`src/rtl/wishbone_master_bus_if.sv`:
```
// Wishbone classic master for one CPU memory port: turns a single-cycle pipeline
// request into a registered bus cycle, stalls the pipeline until ack and honours flush.
module wishbone_master_bus_if #(
  parameter int ADDR_WIDTH  = 32,
  parameter int DATA_WIDTH  = 32,
  parameter int SEL_WIDTH   = 4,
  parameter int STALL_WIDTH = 6,
  parameter int STALL_IDX   = 1
) (
  input  logic                   clk,
  input  logic                   rst_n,
  input  logic [STALL_WIDTH-1:0] stall_i,
  input  logic                   flush_i,
  input  logic                   cpu_ce_i,
  input  logic                   cpu_we_i,
  input  logic [ADDR_WIDTH-1:0]  cpu_addr_i,
  input  logic [DATA_WIDTH-1:0]  cpu_data_i,
  input  logic [SEL_WIDTH-1:0]   cpu_sel_i,
  output logic [DATA_WIDTH-1:0]  cpu_data_o,
  output logic                   stallreq_o,
  output logic                   wishbone_cyc_o,
  output logic                   wishbone_stb_o,
  output logic                   wishbone_we_o,
  output logic [ADDR_WIDTH-1:0]  wishbone_addr_o,
  output logic [DATA_WIDTH-1:0]  wishbone_data_o,
  output logic [SEL_WIDTH-1:0]   wishbone_sel_o,
  input  logic [DATA_WIDTH-1:0]  wishbone_data_i,
  input  logic                   wishbone_ack_i
);

  typedef enum logic [1:0] {
    IDLE           = 2'd0,
    BUSY           = 2'd1,
    WAIT_FOR_STALL = 2'd2
  } state_t;

  state_t                state, state_nxt;
  logic [DATA_WIDTH-1:0] rd_buf;
  logic                  bus_active;
  logic                  start_cycle;
  logic                  end_cycle;

  assign start_cycle = (state == IDLE) && cpu_ce_i && !flush_i;
  assign end_cycle   = (state == BUSY) && (flush_i || wishbone_ack_i);

  // cyc and stb share one flop so they can never disagree
  assign wishbone_cyc_o = bus_active;
  assign wishbone_stb_o = bus_active;

  always_comb begin
    state_nxt  = state;
    stallreq_o = 1'b0;
    cpu_data_o = '0;
    case (state)
      IDLE: begin
        if (start_cycle) begin
          state_nxt  = BUSY;
          stallreq_o = 1'b1;
        end
      end
      BUSY: begin
        if (flush_i) begin
          state_nxt = IDLE;
        end else if (wishbone_ack_i) begin
          state_nxt = stall_i[STALL_IDX] ? WAIT_FOR_STALL : IDLE;
          if (!wishbone_we_o) cpu_data_o = wishbone_data_i;
        end else begin
          stallreq_o = 1'b1;
        end
      end
      WAIT_FOR_STALL: begin
        cpu_data_o = rd_buf;
        if (!stall_i[STALL_IDX] || flush_i) state_nxt = IDLE;
      end
      default: state_nxt = IDLE;
    endcase
  end

  always_ff @(posedge clk or negedge rst_n) begin
    if (!rst_n) state <= IDLE;
    else        state <= state_nxt;
  end

  always_ff @(posedge clk or negedge rst_n) begin
    if (!rst_n) begin
      bus_active      <= 1'b0;
      wishbone_we_o   <= 1'b0;
      wishbone_addr_o <= '0;
      wishbone_data_o <= '0;
      wishbone_sel_o  <= '0;
      rd_buf          <= '0;
    end else if (start_cycle) begin
      bus_active      <= 1'b1;
      wishbone_we_o   <= cpu_we_i;
      wishbone_addr_o <= cpu_addr_i;
      wishbone_data_o <= cpu_data_i;
      wishbone_sel_o  <= cpu_sel_i;
    end else if (end_cycle) begin
      bus_active      <= 1'b0;
      wishbone_we_o   <= 1'b0;
      wishbone_addr_o <= '0;
      wishbone_data_o <= '0;
      wishbone_sel_o  <= '0;
      if (flush_i)             rd_buf <= '0;
      else if (!wishbone_we_o) rd_buf <= wishbone_data_i;
    end else if ((state == WAIT_FOR_STALL) && flush_i) begin
      rd_buf <= '0;
    end
  end

endmodule

```
`config.mk`:
```
export PLATFORM = sky130hd
export DESIGN_NAME = wishbone_master_bus_if
export DESIGN_NICKNAME = d
export VERILOG_FILES = /design/src/rtl/wishbone_master_bus_if.sv
export SDC_FILE = /design/constraint.sdc
export NUM_CORES = 1
export LEC_CHECK = 0
export CAP_MARGIN = 10
export CORE_ASPECT_RATIO = 0.75
export CORE_MARGIN = 3
export CORE_UTILIZATION = 45
export CTS_BUF_LIST = sky130_fd_sc_hd__clkbuf_16
export DETAILED_ROUTE_END_ITERATION = 12
export GPL_TIMING_DRIVEN = 0
export PLACE_DENSITY_LB_ADDON = 0.3
export SLEW_MARGIN = 20
export SYNTH_ARGS = -nofsm -noshare
export SYNTH_HDL_FRONTEND = slang
export SYNTH_SLANG_ARGS = --single-unit
```
`constraint.sdc`:
```
create_clock -name clk -period 5.5 [get_ports clk]
set_input_delay 1.65 -clock clk [delete_from_list [all_inputs] [get_ports clk]]
set_output_delay 1.65 -clock clk [all_outputs]
set_load 0.005 [all_outputs]
```
==> results.py <==
metrics = {
    "grt": {
        "overflow": 0,
        "grt_pass1_wl_um": 23100,
        "antenna_found_initial": 0,
        "grt_pass1_vias": 4518,
        "grt_usage_pct": 24.5,
        "grt_max_degree": 69,
    },
    "timing": {
        "skew_ps": 7.04,
        "slew_violations": 0,
        "fmax_ghz": 0.190,
        "post-route-period-util_pct": 95.5,
        "min_period_ps": 5250,
        "setup_violations": 0,
        "max_slew.worst_pin.slew_ps": 519,
        "whs_ps": 501,
        "rsz0062_at_grt": "no",
        "slew_headroom_pct": 65.4,
        "setup_tns_ps": 0,
        "hold_viol": 0,
    },
    "yosys": {
        "synth_cell_type_count": 24,
        "syn_avg_cell_area_um2": 11.0,
        "synth_area_um2": 4720,
        "ys_ff_latch": 104,
        "ys_warn_count": 0,
        "ys_top_cells_by_area": "dfrtp_1 (55%), a22o_1 (13%), mux2i_1 (6.8%)",
        "netlist.area_leader.share_pct": 55.2,
        "postSynthCellCount": 427,
        "yosysSeqAreaShare_pct": 55.2,
        "synth_fp_nets": 542,
        "synth_area_leader_cell": "dfrtp_1",
    },
    "die": {
        "fp.dieArea_um2": 11800,
        "fp.dieW_um": 124,
        "row_count": 31,
        "start_util_pct": 47.5,
        "fp.coreArea_um2": 9930,
        "die_h_um": 94.7,
        "pin_count": 216,
    },
    "clocking": {
        "cts_root_buf": "clkbuf_16",
        "ctsHoldBuffers": 0,
        "post_cts_buffers": 0,
        "clock-sinks": 104,
        "cts_max_level": 3,
        "cts.path.max_buffers": 2,
        "cts_tree": "yes",
        "clk_pin_slew_ps": 70,
        "cts_resized": 0,
        "numCtsBuffers": 9,
        "worst_skew_pair.late_latency_ps": 350,
    },
    "final_layout": {
        "syn_to_final_growth_pct": 55.4,
        "fin_nets": 764,
        "post-route-util_pct": 73.8,
        "final_cell_mix": "clkdlybuf4s50_1 (209), dfrtp_1 (104), a22o_1 (69)",
        "antenna-diode-count": 0,
        "drive_gt1_share_pct": 5.81,
        "layout_commonest_cell": "clkdlybuf4s50_1",
    },
    "drt": {
        "ant_nets": 0,
        "dr.pass1.iters": 4,
        "wl_per_cell_um": 18.3,
        "wirelength_um": 14400,
        "drtIter0Drc": 263,
        "drc": 0,
        "vias": 4184,
        "vias_per_cell": 5.32,
    },
    "placed_design": {
        "dp_hpwl_um": 10600,
        "port_buffers": 210,
        "gp_congestion": 0.793,
    },
    "pwr": {
        "p_sw_w": 0.00102,
        "p_clk_share_pct": 21.3,
        "power_frac_comb_pct": 40.3,
        "ir_drop_uv": 255,
        "p_sw_share_pct": 31.5,
        "power_leakage_nw": 3.37,
        "power_frac_seq_pct": 38.4,
        "power.internal_w": 0.00220,
        "pwr_density_cell_nw_per_um2": 439,
    },
    "worst_setup_path": {
        "path_common_cell": "clkdlybuf4s50_1",
        "critPathSlowestCell": "clkdlybuf4s50_1",
        "path_buf_inv": 4,
        "cp_data_arrival_time_ps": 3600,
        "cp_num_cells": 7,
        "critPathKind": "input port to primary output",
        "worstSetupStartpointType": "input port",
        "cp_max_fo": 10,
        "cp-end-kind": "primary output",
        "worst_path_largest_cell_delay_ps": 460,
        "ff2ff_path_depth": 7,
        "worstPathRequired_ps": 3850,
        "cpLargestDelayFamily": "buffers and inverters",
        "crit_chain": "clkdlybuf4s50_1 > buf_2 > clkbuf_1 > nand2b_1 > o21ai_0 > and2_1 > clkdlybuf4s50_1",
    },
    "job": {
        "max_cap_violations": 0,
    },
    "status": {
        "run_status": "completed",
    },
    "worst_hold_path": {
        "min-delay-path-class": "flop to flop",
        "hold_depth": 1,
    },
}
## per-layer routing
layer | GRT usage, % | up-vias | wire length, um
met4 | 8.94 | 0 | 324
met2 | 42.9 | 157 | 7230
met1 | 29.5 | 2079 | 5890
li1 | - | 1925 | -
met5 | 0 | - | 0
met3 | 6.73 | 23 | 930
## worst register-to-register path: stages, from the launching register on
cell      delay [ps]
dfrtp_1          400
inv_1             80
ha_1             200
buf_2            170
o21ai_1          320
clkbuf_1         420
nand2_1          120
mux2i_1          160
## final cells by class
| cell class | count | area (um^2) |
|---|---|---|
| Clock buffer | 9 | 225 |
| Multi-Input combinational cell | 282 | 1900 |
| Buffer | 37 | 198 |
| Fill cell | 736 | 2600 |
| Inverter | 4 | 15.0 |
| Clock inverter | 7 | 92.6 |
| Sequential cell | 104 | 2600 |
| Timing Repair Buffer | 211 | 2130 |
| Tap cell | 132 | 165 |
## cell usage after synthesis
library cell and instances:
nand2b_1 34, and2_1 32, dfrtp_1 104, inv_1 4
o21ai_0 32, buf_4 2, clkbuf_1 19, a32o_1 1
o211a_1 1, a221o_1 1, a21oi_1 2, o21ai_1 1
o21a_1 1, a21o_1 2, ha_1 3, buf_6 5
o21bai_1 2, nand2_1 65, nor2_4 1, nand3b_2 1
buf_2 11, a22o_1 69, and3b_1 2, mux2i_1 32
## cell families (layout without fill, tap and decap cells)
family                     after synthesis  count (layout)  share of synthesized area [%]
DFF                                    104             104                           55.2
adders and majority gates                3               3                          0.796
and+or+nand+nor                        135             135                           14.8
muxes                                   32              32                           6.79
buffers and inverters                   41             268                           4.51
AOI/OAI and AO/OA                      112             112                           18.0
## registers in the layout, summed over array words and instances (netlist names)
register,flops
rd_buf,32
state,2
wishbone_addr_o,32
wishbone_cyc_o,1
wishbone_data_o,32
wishbone_sel_o,4
wishbone_we_o,1
## power groups by stage
stage	clock, W	combinational, W	sequential [W]
4_1_cts	0.000697	0.00131	0.00123
3_3_place_gp	0	0.00126	0.00122
6_report	0.000686	0.00130	0.00124
2_1_floorplan	0	0.000553	0.00123
3_5_place_dp	0	0.00130	0.00124
5_1_grt	0.000730	0.00140	0.00127
## stage by stage
| stage | cells | cell area, um^2 | setup slack (ps) | total power (W) |
|---|---|---|---|---|
| final | 786 | 7330 | 250 | 0.00322 |
| after global routing | 786 | 7330 | 103 | 0.00339 |
| after CTS | 786 | 7330 | 252 | 0.00324 |
| after detailed placement | 770 | 7010 | 255 | 0.00253 |
| after global placement | 769 | 6980 | -1060 | 0.00248 |
| after floorplan | 427 | 4720 | 1500 | 0.00178 |
## path summary, 6_finish.rpt
path                            slack (ps)                  end               start
worst min register to register         500   wishbone_data_o[7]  wishbone_data_o[7]
worst max register to register        3560            rd_buf[6]            state[0]
worst max-delay path                   250       cpu_data_o[15]             flush_i
min in group asynchronous             1200            rd_buf[7]               rst_n
max in group asynchronous             3650  wishbone_data_o[22]               rst_n
worst min-delay path                   500   wishbone_data_o[7]  wishbone_data_o[7]
No activity file was read; power rests on OpenSTA's default activity.
